[src/rtl/seq_pkg.sv]
// Shared types for the ALU sequencer: opcodes, FSM states, ALU control codes.
package seq_pkg;

  typedef enum logic [3:0] {
    OP_LDI  = 4'h0,
    OP_INC  = 4'h1,
    OP_ADD  = 4'h2,
    OP_SHL  = 4'h3,
    OP_SUB  = 4'h4,
    OP_SHR  = 4'h5,
    OP_CLR  = 4'h6,
    OP_DEC  = 4'h7,
    OP_JMP  = 4'h8,
    OP_JZ   = 4'h9,
    OP_JN   = 4'hA,
    OP_JC   = 4'hB,
    OP_OUT  = 4'hC,
    OP_NOP1 = 4'hD,
    OP_HALT = 4'hE,
    OP_NOP2 = 4'hF
  } opcode_t;

  typedef enum logic [2:0] {
    S_IDLE    = 3'd0,
    S_FETCH   = 3'd1,
    S_DECODE  = 3'd2,
    S_EXECUTE = 3'd3,
    S_HALT    = 3'd4
  } state_t;

  typedef enum logic [1:0] {
    JC_ALWAYS = 2'd0,
    JC_Z      = 2'd1,
    JC_N      = 2'd2,
    JC_C      = 2'd3
  } jump_cond_t;

  typedef struct packed {
    logic s1;
    logic s0;
    logic cin;
  } alu_ctrl_t;

  localparam logic [3:0] OP_ALU_MAX = 4'h7;

endpackage

[src/rtl/alu_sequencer_if.sv]
// Bus between the sequencer and its environment: program ROM, 4-bit ALU, output port.
// out_valid is a one-cycle pulse qualifying out_data; there is no ready, the consumer must take it.
interface alu_sequencer_if
  import seq_pkg::*;
  ();
  logic       start;
  logic [3:0] instr_addr;
  logic [7:0] instr_data;
  logic       alu_s0;
  logic       alu_s1;
  logic       alu_cin;
  logic [3:0] alu_a;
  logic [3:0] alu_b;
  logic [3:0] alu_g;
  logic       alu_cout;
  logic       alu_z;
  logic       alu_n;
  logic [3:0] out_data;
  logic       out_valid;
  logic       halted;
  state_t     dbg_state;

  modport master (
    input  start, instr_data, alu_g, alu_cout, alu_z, alu_n,
    output instr_addr, alu_s0, alu_s1, alu_cin, alu_a, alu_b,
           out_data, out_valid, halted, dbg_state
  );

  modport slave (
    output start, instr_data, alu_g, alu_cout, alu_z, alu_n,
    input  instr_addr, alu_s0, alu_s1, alu_cin, alu_a, alu_b,
           out_data, out_valid, halted, dbg_state
  );
endinterface

[src/rtl/op_decode.sv]
// Combinational opcode decoder: ALU select/carry-in code plus jump classification.
module op_decode
  import seq_pkg::*;
(
  input  logic [3:0] op_i,
  output alu_ctrl_t  ctrl_o,
  output logic       is_alu_o,
  output logic       is_jump_o,
  output jump_cond_t cond_o
);

  always_comb begin
    ctrl_o    = '0;
    is_alu_o  = (op_i <= OP_ALU_MAX);
    is_jump_o = 1'b0;
    cond_o    = JC_ALWAYS;
    case (opcode_t'(op_i))
      OP_LDI: ctrl_o = '{s1: 1'b0, s0: 1'b0, cin: 1'b0};
      OP_INC: ctrl_o = '{s1: 1'b0, s0: 1'b0, cin: 1'b1};
      OP_ADD: ctrl_o = '{s1: 1'b0, s0: 1'b1, cin: 1'b0};
      OP_SHL: ctrl_o = '{s1: 1'b0, s0: 1'b1, cin: 1'b1};
      OP_SUB: ctrl_o = '{s1: 1'b1, s0: 1'b0, cin: 1'b1};
      OP_SHR: ctrl_o = '{s1: 1'b1, s0: 1'b0, cin: 1'b0};
      OP_CLR: ctrl_o = '{s1: 1'b1, s0: 1'b1, cin: 1'b1};
      OP_DEC: ctrl_o = '{s1: 1'b1, s0: 1'b1, cin: 1'b0};
      OP_JMP: begin is_jump_o = 1'b1; cond_o = JC_ALWAYS; end
      OP_JZ:  begin is_jump_o = 1'b1; cond_o = JC_Z;      end
      OP_JN:  begin is_jump_o = 1'b1; cond_o = JC_N;      end
      OP_JC:  begin is_jump_o = 1'b1; cond_o = JC_C;      end
      default: ;
    endcase
  end

endmodule

[src/rtl/alu_sequencer.sv]
// Multi-cycle FETCH/DECODE/EXECUTE controller driving an external 4-bit ALU from a 16-word ROM.
module alu_sequencer
  import seq_pkg::*;
(
  input  logic              clk,
  input  logic              rst_n,
  alu_sequencer_if.master   bus
);

  state_t     state_q, state_d;
  logic [3:0] pc_q, pc_d;
  logic [7:0] ir_q, ir_d;
  logic [3:0] acc_q, acc_d;
  logic [2:0] flag_q, flag_d;   // {C, Z, N}
  logic [3:0] out_data_q, out_data_d;
  logic       out_valid_q, out_valid_d;

  alu_ctrl_t  ctrl;
  logic       is_alu;
  logic       is_jump;
  jump_cond_t cond;
  logic       taken;

  op_decode u_dec (
    .op_i      (ir_q[7:4]),
    .ctrl_o    (ctrl),
    .is_alu_o  (is_alu),
    .is_jump_o (is_jump),
    .cond_o    (cond)
  );

  always_comb begin
    case (cond)
      JC_Z:    taken = flag_q[1];
      JC_N:    taken = flag_q[0];
      JC_C:    taken = flag_q[2];
      default: taken = 1'b1;
    endcase
  end

  always_comb begin
    state_d     = state_q;
    pc_d        = pc_q;
    ir_d        = ir_q;
    acc_d       = acc_q;
    flag_d      = flag_q;
    out_data_d  = out_data_q;
    out_valid_d = 1'b0;
    case (state_q)
      S_IDLE:   if (bus.start) state_d = S_FETCH;
      S_FETCH: begin
        ir_d    = bus.instr_data;
        state_d = S_DECODE;
      end
      S_DECODE: state_d = S_EXECUTE;
      S_EXECUTE: begin
        state_d = S_FETCH;
        pc_d    = pc_q + 4'd1;
        if (is_alu) begin
          acc_d  = bus.alu_g;
          flag_d = {bus.alu_cout, bus.alu_z, bus.alu_n};
        end
        if (is_jump && taken) pc_d = ir_q[3:0];
        if (ir_q[7:4] == OP_OUT) begin
          out_data_d  = acc_q;
          out_valid_d = 1'b1;
        end
        // PC stays on the HALT word so the stopped address is visible.
        if (ir_q[7:4] == OP_HALT) begin
          state_d = S_HALT;
          pc_d    = pc_q;
        end
      end
      S_HALT:   state_d = S_HALT;
      default:  state_d = S_IDLE;
    endcase
  end

  always_ff @(posedge clk or negedge rst_n) begin
    if (!rst_n) begin
      state_q     <= S_IDLE;
      pc_q        <= '0;
      ir_q        <= '0;
      acc_q       <= '0;
      flag_q      <= '0;
      out_data_q  <= '0;
      out_valid_q <= 1'b0;
    end else begin
      state_q     <= state_d;
      pc_q        <= pc_d;
      ir_q        <= ir_d;
      acc_q       <= acc_d;
      flag_q      <= flag_d;
      out_data_q  <= out_data_d;
      out_valid_q <= out_valid_d;
    end
  end

  assign bus.instr_addr = pc_q;
  assign bus.alu_a      = acc_q;
  assign bus.alu_b      = ir_q[3:0];
  assign bus.alu_s1     = ctrl.s1;
  assign bus.alu_s0     = ctrl.s0;
  assign bus.alu_cin    = ctrl.cin;
  assign bus.out_data   = out_data_q;
  assign bus.out_valid  = out_valid_q;
  assign bus.halted     = (state_q == S_HALT);
  assign bus.dbg_state  = state_q;

endmodule
[src/flat_wrapper.sv]
// flat-port wrapper written by rule: the top's interface ports become plain ports
module alu_sequencer_flat import seq_pkg::*;
  (clk, rst_n, bus_start, bus_instr_data, bus_alu_g, bus_alu_cout, bus_alu_z, bus_alu_n, bus_instr_addr, bus_alu_s0, bus_alu_s1, bus_alu_cin, bus_alu_a, bus_alu_b, bus_out_data, bus_out_valid, bus_halted, bus_dbg_state);
  alu_sequencer_if bus_i ();
  input  logic clk;
  input  logic rst_n;
  input wire logic [$bits(bus_i.start)-1:0] bus_start;
  input wire logic [$bits(bus_i.instr_data)-1:0] bus_instr_data;
  input wire logic [$bits(bus_i.alu_g)-1:0] bus_alu_g;
  input wire logic [$bits(bus_i.alu_cout)-1:0] bus_alu_cout;
  input wire logic [$bits(bus_i.alu_z)-1:0] bus_alu_z;
  input wire logic [$bits(bus_i.alu_n)-1:0] bus_alu_n;
  output wire logic [$bits(bus_i.instr_addr)-1:0] bus_instr_addr;
  output wire logic [$bits(bus_i.alu_s0)-1:0] bus_alu_s0;
  output wire logic [$bits(bus_i.alu_s1)-1:0] bus_alu_s1;
  output wire logic [$bits(bus_i.alu_cin)-1:0] bus_alu_cin;
  output wire logic [$bits(bus_i.alu_a)-1:0] bus_alu_a;
  output wire logic [$bits(bus_i.alu_b)-1:0] bus_alu_b;
  output wire logic [$bits(bus_i.out_data)-1:0] bus_out_data;
  output wire logic [$bits(bus_i.out_valid)-1:0] bus_out_valid;
  output wire logic [$bits(bus_i.halted)-1:0] bus_halted;
  output wire logic [$bits(bus_i.dbg_state)-1:0] bus_dbg_state;
  assign bus_i.start = bus_start;
  assign bus_i.instr_data = bus_instr_data;
  assign bus_i.alu_g = bus_alu_g;
  assign bus_i.alu_cout = bus_alu_cout;
  assign bus_i.alu_z = bus_alu_z;
  assign bus_i.alu_n = bus_alu_n;
  assign bus_instr_addr = bus_i.instr_addr;
  assign bus_alu_s0 = bus_i.alu_s0;
  assign bus_alu_s1 = bus_i.alu_s1;
  assign bus_alu_cin = bus_i.alu_cin;
  assign bus_alu_a = bus_i.alu_a;
  assign bus_alu_b = bus_i.alu_b;
  assign bus_out_data = bus_i.out_data;
  assign bus_out_valid = bus_i.out_valid;
  assign bus_halted = bus_i.halted;
  assign bus_dbg_state = bus_i.dbg_state;
  alu_sequencer u_core (.clk(clk), .rst_n(rst_n), .bus(bus_i));
endmodule
[config.mk]
export PLATFORM = sky130hd
export DESIGN_NAME = alu_sequencer_flat
export DESIGN_NICKNAME = d
export VERILOG_FILES = /design/src/rtl/seq_pkg.sv /design/src/rtl/alu_sequencer_if.sv /design/src/rtl/op_decode.sv /design/src/rtl/alu_sequencer.sv /design/src/flat_wrapper.sv
export SDC_FILE = /design/constraint.sdc
export NUM_CORES = 1
export LEC_CHECK = 0
export CORE_AREA = 2 2 63 53
export DETAILED_ROUTE_END_ITERATION = 12
export DIE_AREA = 0 0 65 55
export GPL_TIMING_DRIVEN = 0
export HOLD_SLACK_MARGIN = 0.12
export PLACE_DENSITY = 0.87
export SLEW_MARGIN = 20
export SYNTH_ARGS = -nofsm -noshare
export SYNTH_HDL_FRONTEND = slang
export SYNTH_SLANG_ARGS = --single-unit
[constraint.sdc]
create_clock -name clk -period 2.5 [get_ports clk]
set_clock_uncertainty 0.15 [all_clocks]
set_input_delay 0.375 -clock clk [delete_from_list [all_inputs] [get_ports clk]]
set_output_delay 0.375 -clock clk [all_outputs]
set_load 0.02 [all_outputs]
==> results of run 1 <==
[area by class of cell]
cell class | count | share of cell area [%]
Sequential cell | 27 | 38.5
Multi-Input combinational cell | 59 | 29.1
Timing Repair Buffer | 42 | 23.6
Tap cell | 40 | 2.85
Clock buffer | 4 | 2.56
Buffer | 7 | 2.56
Inverter | 4 | 0.855
[worst reg2reg max path, delay by kind of cell (launching register included)]
family                 cells  cell delay, ns
AND/OR/NAND/NOR            2            0.74
flip-flops                 1            0.44
buffers and inverters      1            0.18
multiplexers               1            0.31
[power groups by stage]
stage / clock [mW] / sequential (mW) / combinational [mW]
floorplan: 0 / 0.939 / 0.697
global placement: 0 / 0.836 / 1.26
detailed placement: 0 / 0.857 / 1.31
CTS: 0.246 / 0.849 / 1.32
global route: 0.267 / 0.882 / 1.38
finish: 0.243 / 0.854 / 1.31
[kinds of logic (layout without fill, tap and decap cells)]
| kind of cell | count (synthesis) | after routing | share of synthesized area [%] |
|---|---|---|---|
| AOI/OAI and AO/OA | 9 | 9 | 6.02 |
| xor gates and xnor gates | 2 | 2 | 1.41 |
| adders and majority gates | 1 | 1 | 1.00 |
| buffers and inverters | 11 | 57 | 4.82 |
| DFF | 27 | 27 | 54.2 |
| muxes | 22 | 22 | 20.7 |
| and+or+nand+nor | 25 | 25 | 11.8 |
[flip-flops by register name, indices dropped and copies added, names as in the netlist]
| register | cells |
|---|---|
| u_core.ir_q | 8 |
| u_core.bus.alu_a | 4 |
| u_core.bus.instr_addr | 4 |
| u_core.bus.out_data | 4 |
| u_core.bus.dbg_state | 3 |
| u_core.flag_q | 3 |
| u_core.bus.out_valid | 1 |
[synth_stat cells]
master	number	area share, %
o21bai_1	1	0.60
a22oi_1	2	1.2
o21ai_0	3	1.2
xnor2_1	2	1.4
mux2_2	14	13
nand3b_1	1	0.60
mux2i_1	4	3.2
or3b_2	1	0.70
dfrtp_1	27	54
a2111oi_4	1	2.2
mux2_4	4	4.8
nand3_1	2	0.80
ha_1	1	1.0
nand4b_1	1	0.70
nor2_1	7	2.1
and3_1	1	0.50
buf_2	3	1.2
nor3b_1	1	0.60
nor3b_2	2	2.0
nor2b_1	3	1.5
or4_1	1	0.60
buf_4	4	2.4
nand2b_1	1	0.50
inv_1	4	1.2
a21oi_1	2	0.80
nand2_1	4	1.2
[layer usage]
layer	GRT usage, %	vias to the layer above	part of all wire, %
li1	-	426	-
met1	19.8	410	46
met2	23.2	27	48
met3	3.44	4	4.8
met4	4.26	0	0.97
met5	0	-	0
[worst paths after layout]
kind	start	endpoint	slack, ns	cells past startpoint
worst min register to register	u_core.flag_q[1]	u_core.flag_q[1]	0.38	1
min in group asynchronous	rst_n	u_core.bus.out_data[1]	0.48	2
max in group asynchronous	rst_n	u_core.flag_q[0]	1.32	2
worst max register to register	u_core.bus.dbg_state[2]	u_core.bus.out_data[3]	0.57	4
worst min-delay path	u_core.flag_q[1]	u_core.flag_q[1]	0.38	1
worst max-delay path	u_core.bus.dbg_state[1]	bus_halted	0.25	3
[per-stage QoR]
step	setup WS, ns	std cells	hold WS (ns)
after floorplan	0.552	97	-0.0706
after global placement	0.568	178	0.346
after detailed placement	0.566	178	0.262
after CTS	0.245	183	0.379
after global routing	0.176	183	0.392
final	0.252	183	0.375
[placed cells by master, fill, tap and decap left out, types with 2 or more instances in the layout]
cell type	instances
xnor2_1	2
mux2_2	14
inv_1	4
nand2_1	4
buf_2	4
a22oi_1	2
buf_4	4
nand3_1	2
nor2b_1	3
mux2_4	4
nor2_1	7
clkdlybuf4s50_1	40
nor3b_2	2
clkbuf_8	3
dfrtp_1	27
mux2i_1	4
a21oi_1	2
o21ai_0	3
==> run_results.csv, run 1 <==
group,metric,value,unit
worst_setup_path,cp_num_buf_inv,2,
global_routing,grt_pass1_wl,3910,um
power,ir_drop,0.889,mV
worst_setup_path,path_cells,"buf_2, nor3b_1, clkdlybuf4s50_1",
worst_setup_path,cp_slowest_cell,"clkdlybuf4s50_1",
power,clockPowerShare,10.1,%
final_layout,ff_latch_area,676,um2
final_layout,fin_util,59.5,%
power,seq_power_share,35.5,%
logic_synthesis,ys_ff_latch,27,
cts,cts_sinks,27,
global_routing,overflow,0,
cts,postCtsSetupBuffers,0,
timing,finalSetupViolCount,0,
worst_setup_path,required,1.98,ns
final_layout,multi_input_area,510,um2
global_routing,grt.total_usage,14.4,%
cts,cts_tree,"yes",
power,total_power,2.40,mW
worst_setup_path,crit_fanout,6,
worst_setup_path,max_stage_delay,0.65,ns
power,switching_share,39.0,%
detailed_routing,drt-pass1-iter-count,4,
timing,hold_viol,0,
logic_synthesis,synth.avg_cell_area,12.8,um2
detailed_routing,ant_nets,0,
worst_setup_path,worstSetupPathType,"reg -> out",
detailed_routing,detail_route.wl_per_cell,14.1,um
global_routing,grt_max_degree,28,
detailed_routing,vias,867,
global_routing,grt_pass1_vias,814,
placed_design,gp_congestion,0.687,
timing,finalMaxSlewViolations,0,
final_layout,area_growth,41.0,%
worst_setup_path,crit_path_end_kind,"output port",
placed_design,dpl_cell_area,1700,um2
floorplanning,ioPinCount,42,
logic_synthesis,synth_cell_types,26,
final_layout,layout.nets,163,
timing,max_freq,0.445,GHz
final_layout,num-fill-cells,235,
logic_synthesis,synth_nets,116,
global_routing,antenna_found_initial,0,
floorplanning,dieArea,3580,um2
timing,fin_crit,2.25,ns
logic_synthesis,synth_warnings,0,
floorplanning,die_h,55,um
detailed_routing,wl,2580,um
floorplanning,rows,18,
worst_setup_path,critPathLaunchType,"flop",
final_layout,drive_gt1_share,23.1,%
cts,post_cts_resized,0,
cts,clk_pin_slew,0.09,ns
timing,worstMarginPinSlew,0.708,ns
cts,clk_latency,0.27,ns
detailed_routing,drc,0,
timing,setup_tns,0,ns
cts,clockBufferDepth,2,
power,power.leakage,0.752,nW
timing,period_share,89.9,%
logic_synthesis,synth_cells,97,
final_layout,antenna_cells,0,
final_layout,fin_area,1760,um2
detailed_routing,via_per_inst,4.74,
cts,cts_root_buf,"clkbuf_8",
floorplanning,dieWidth,65,um
floorplanning,core_area,2950,um2
power,power-per-cell-area,1370,nW/um2
cts,numCtsBuffers,3,
cts,hold_buffers,1,
logic_synthesis,ys_seq_area_share,54.2,%
status,outcome,"finished, final reports clean",
detailed_routing,drtIter0Drc,53,
cts,htreeDepth,1,
placed_design,portBuffers,41,
timing,rsz0062_at_grt,"no",
power,p_comb_share,54.4,%
placed_design,hpwlAfterDp,1900,um
logic_synthesis,syn_area,1250,um2
floorplanning,start_util,42.2,%
worst_setup_path,critPathArrivalTime,1.72,ns
worst_hold_path,hold_path.class,"reg -> reg",
flow_run,max-cap-violations,0,
power,p_switching,937,uW
timing,slew_headroom,52.6,%
worst_setup_path,crit_family,"buffers and inverters",
power,p_int,1.47,mW
No activity file was read; power rests on OpenSTA's default activity.
==> run 2: changes to the inputs <==
--- a/config.mk
+++ b/config.mk
@@ -5,12 +5,12 @@
 export SDC_FILE = /design/constraint.sdc
 export NUM_CORES = 1
 export LEC_CHECK = 0
-export CORE_AREA = 2 2 63 53
+export CORE_AREA = 2 2 60 51
 export DETAILED_ROUTE_END_ITERATION = 12
-export DIE_AREA = 0 0 65 55
+export DIE_AREA = 0 0 62 53
 export GPL_TIMING_DRIVEN = 0
 export HOLD_SLACK_MARGIN = 0.12
-export PLACE_DENSITY = 0.87
+export PLACE_DENSITY = 0.94
 export SLEW_MARGIN = 20
 export SYNTH_ARGS = -nofsm -noshare
 export SYNTH_HDL_FRONTEND = slang
==> constraint.sdc (replaced) <==
create_clock -name clk -period 2.8 [get_ports clk]
set_clock_uncertainty 0.15 [all_clocks]
set_input_delay 0.42 -clock clk [delete_from_list [all_inputs] [get_ports clk]]
set_output_delay 0.42 -clock clk [all_outputs]
set_load 0.02 [all_outputs]
==> run 2 against run 1 <==
Net effect: combinational power down 11%; clock-buffer cell count did not move; critical path depth unchanged; non-clock buffer count unchanged; via count grew 4.5%; routed wire length is 7.2% higher; final cell count down 1.1%; setup slack better by 0.12 ns; first-iteration DRC count shrank 79%; clock power decreased by 32%; critical endpoint unchanged; largest cell class unchanged; highest routed layer unchanged.
==> run_results.csv, run 2 (same netlist as run 1, synthesis figures left out) <==
group,metric,value,unit
status,outcome,"finished, final reports clean",
cts,cts_sinks,27,
detailed_routing,detail_route.wl_per_cell,15.3,um
timing,period_share,86.7,%
global_routing,grt_pass1_vias,917,
global_routing,grt.total_usage,18.3,%
timing,max_freq,0.412,GHz
timing,finalSetupViolCount,0,
detailed_routing,vias,906,
worst_setup_path,r2r-end,"u_core.bus.out_data[0]",
worst_setup_path,cp_num_buf_inv,2,
global_routing,antenna_found_initial,0,
final_layout,largest_register,"u_core.ir_q",
worst_setup_path,critPathArrivalTime,1.86,ns
power,power-per-cell-area,1210,nW/um2
worst_setup_path,cp-startpoint,"u_core.bus.dbg_state[1]",
detailed_routing,via_per_inst,5.01,
final_layout,final_common_cell,"clkdlybuf4s50_1",
global_routing,grt_pass1_wl,4290,um
cts,clockBufferDepth,2,
final_layout,final_cell_mix,"clkdlybuf4s50_1, dfrtp_1, mux2_2",
worst_setup_path,cp_slowest_cell,"clkdlybuf4s50_1",
final_layout,layout.nets,163,
placed_design,gp_congestion,0.697,
detailed_routing,wl,2770,um
floorplanning,ioPinCount,42,
timing,fin_crit,2.43,ns
worst_setup_path,rrSetupSlack,0.85,ns
timing,slew_headroom,52.1,%
cts,numCtsBuffers,3,
placed_design,portBuffers,41,
worst_setup_path,crit_path_end_kind,"output port",
cts,htreeDepth,1,
floorplanning,start_util,46.9,%
final_layout,fin_util,65.3,%
flow_run,max-cap-violations,0,
timing,rsz0062_at_grt,"no",
global_routing,overflow,0,
cts,clk_pin_slew,0.13,ns
worst_setup_path,crit_family,"buffers and inverters",
worst_setup_path,critPathLaunchType,"flop",
floorplanning,dieWidth,62,um
cts,clk_latency,0.33,ns
timing,finalMaxSlewViolations,0,
timing,worstMarginPinSlew,0.715,ns
cts,hold_buffers,1,
final_layout,area_growth,39.3,%
global_routing,grt_max_degree,28,
placed_design,hpwlAfterDp,2100,um
cts,cts_tree,"yes",
final_layout,drive_gt1_share,23.1,%
cts,cts_root_buf,"clkbuf_4",
timing,hold_viol,0,
timing,setup_tns,0,ns
detailed_routing,drt-pass1-iter-count,4,
final_layout,antenna_cells,0,
worst_setup_path,max_stage_delay,0.67,ns
worst_setup_path,crit_cells,3,
worst_setup_path,path_cells,"buf_2, nor3b_1, clkdlybuf4s50_1",
cts,post_cts_resized,0,
power,ir_drop,0.593,mV
worst_setup_path,worstReg2RegStart,"u_core.bus.dbg_state[2]",
detailed_routing,drc,0,
detailed_routing,ant_nets,0,
cts,postCtsSetupBuffers,0,
floorplanning,die_h,53,um
floorplanning,dieArea,3290,um2
worst_setup_path,worstRegToRegCells,4,
worst_setup_path,worstSetupPathType,"reg -> out",
power,power.leakage,0.744,nW
final_layout,largest_reg_flops,8,
worst_setup_path,required,2.23,ns
worst_setup_path,crit_end,"bus_halted",
floorplanning,core_area,2660,um2
detailed_routing,drtIter0Drc,11,
floorplanning,rows,17,
worst_hold_path,hold_path.class,"reg -> reg",
worst_setup_path,crit_fanout,6,
==> run 2: cell counts in the layout (fill, tap and decap cells not counted) <==
No cell type changed its count.
==> run 2: cell type report <==
cell class              count  area, um2
repair buffers             42        415
flip-flops and latches     27        676
fillers                   194        923
plain buffers               7       45.0
clock buffers               4       26.3
well taps                  38       47.5
inverters                   4       15.0
multi-input cells          59        510
==> run 2: worst min-delay path by stage <==
stage / from / end / cells after the start
after CTS: u_core.flag_q[1] / u_core.flag_q[1] / 1
final: u_core.flag_q[1] / u_core.flag_q[1] / 1
after global routing: u_core.flag_q[2] / u_core.flag_q[2] / 1
after floorplan: rst_n / u_core.bus.alu_a[0] / 0
after detailed placement: rst_n / u_core.bus.out_data[0] / 1
after global placement: u_core.flag_q[1] / u_core.flag_q[1] / 1
==> run 2: power by group <==
part	internal [mW]	leakage (nW)	switching (mW)
logic	0.634	0.404	0.538
registers	0.572	0.325	0.190
clock network	0.0559	0.0150	0.110
total	1.26	0.744	0.838
==> run 2: routing by layer <==
layer	part of all wire, %	up-vias	track usage [%]	routed length [um]
li1	-	428	-	-
met1	43	437	22.1	1180
met2	50	34	29.7	1400
met3	5.0	7	5.38	138
met4	2.0	0	8.16	56
met5	0	-	0	0
==> run 2: worst reg2reg max path, stage by stage (launching register included) <==
cell,delay [ns]
dfrtp_1,0.46
nand3b_1,0.26
or4_1,0.49
buf_2,0.18
mux2_4,0.31
==> run 2: per-stage QoR <==
step	power [mW]	instance area, um2	hold WS, ns	std cells	setup WS, ns
6_report	2.10	1740	0.378	181	0.374
5_1_grt	2.23	1740	0.403	181	0.276
4_1_cts	2.11	1740	0.378	181	0.387
3_5_place_dp	1.94	1700	0.299	176	0.774
3_3_place_gp	1.87	1700	0.345	176	0.806
2_1_floorplan	1.46	1250	-0.0256	97	0.852
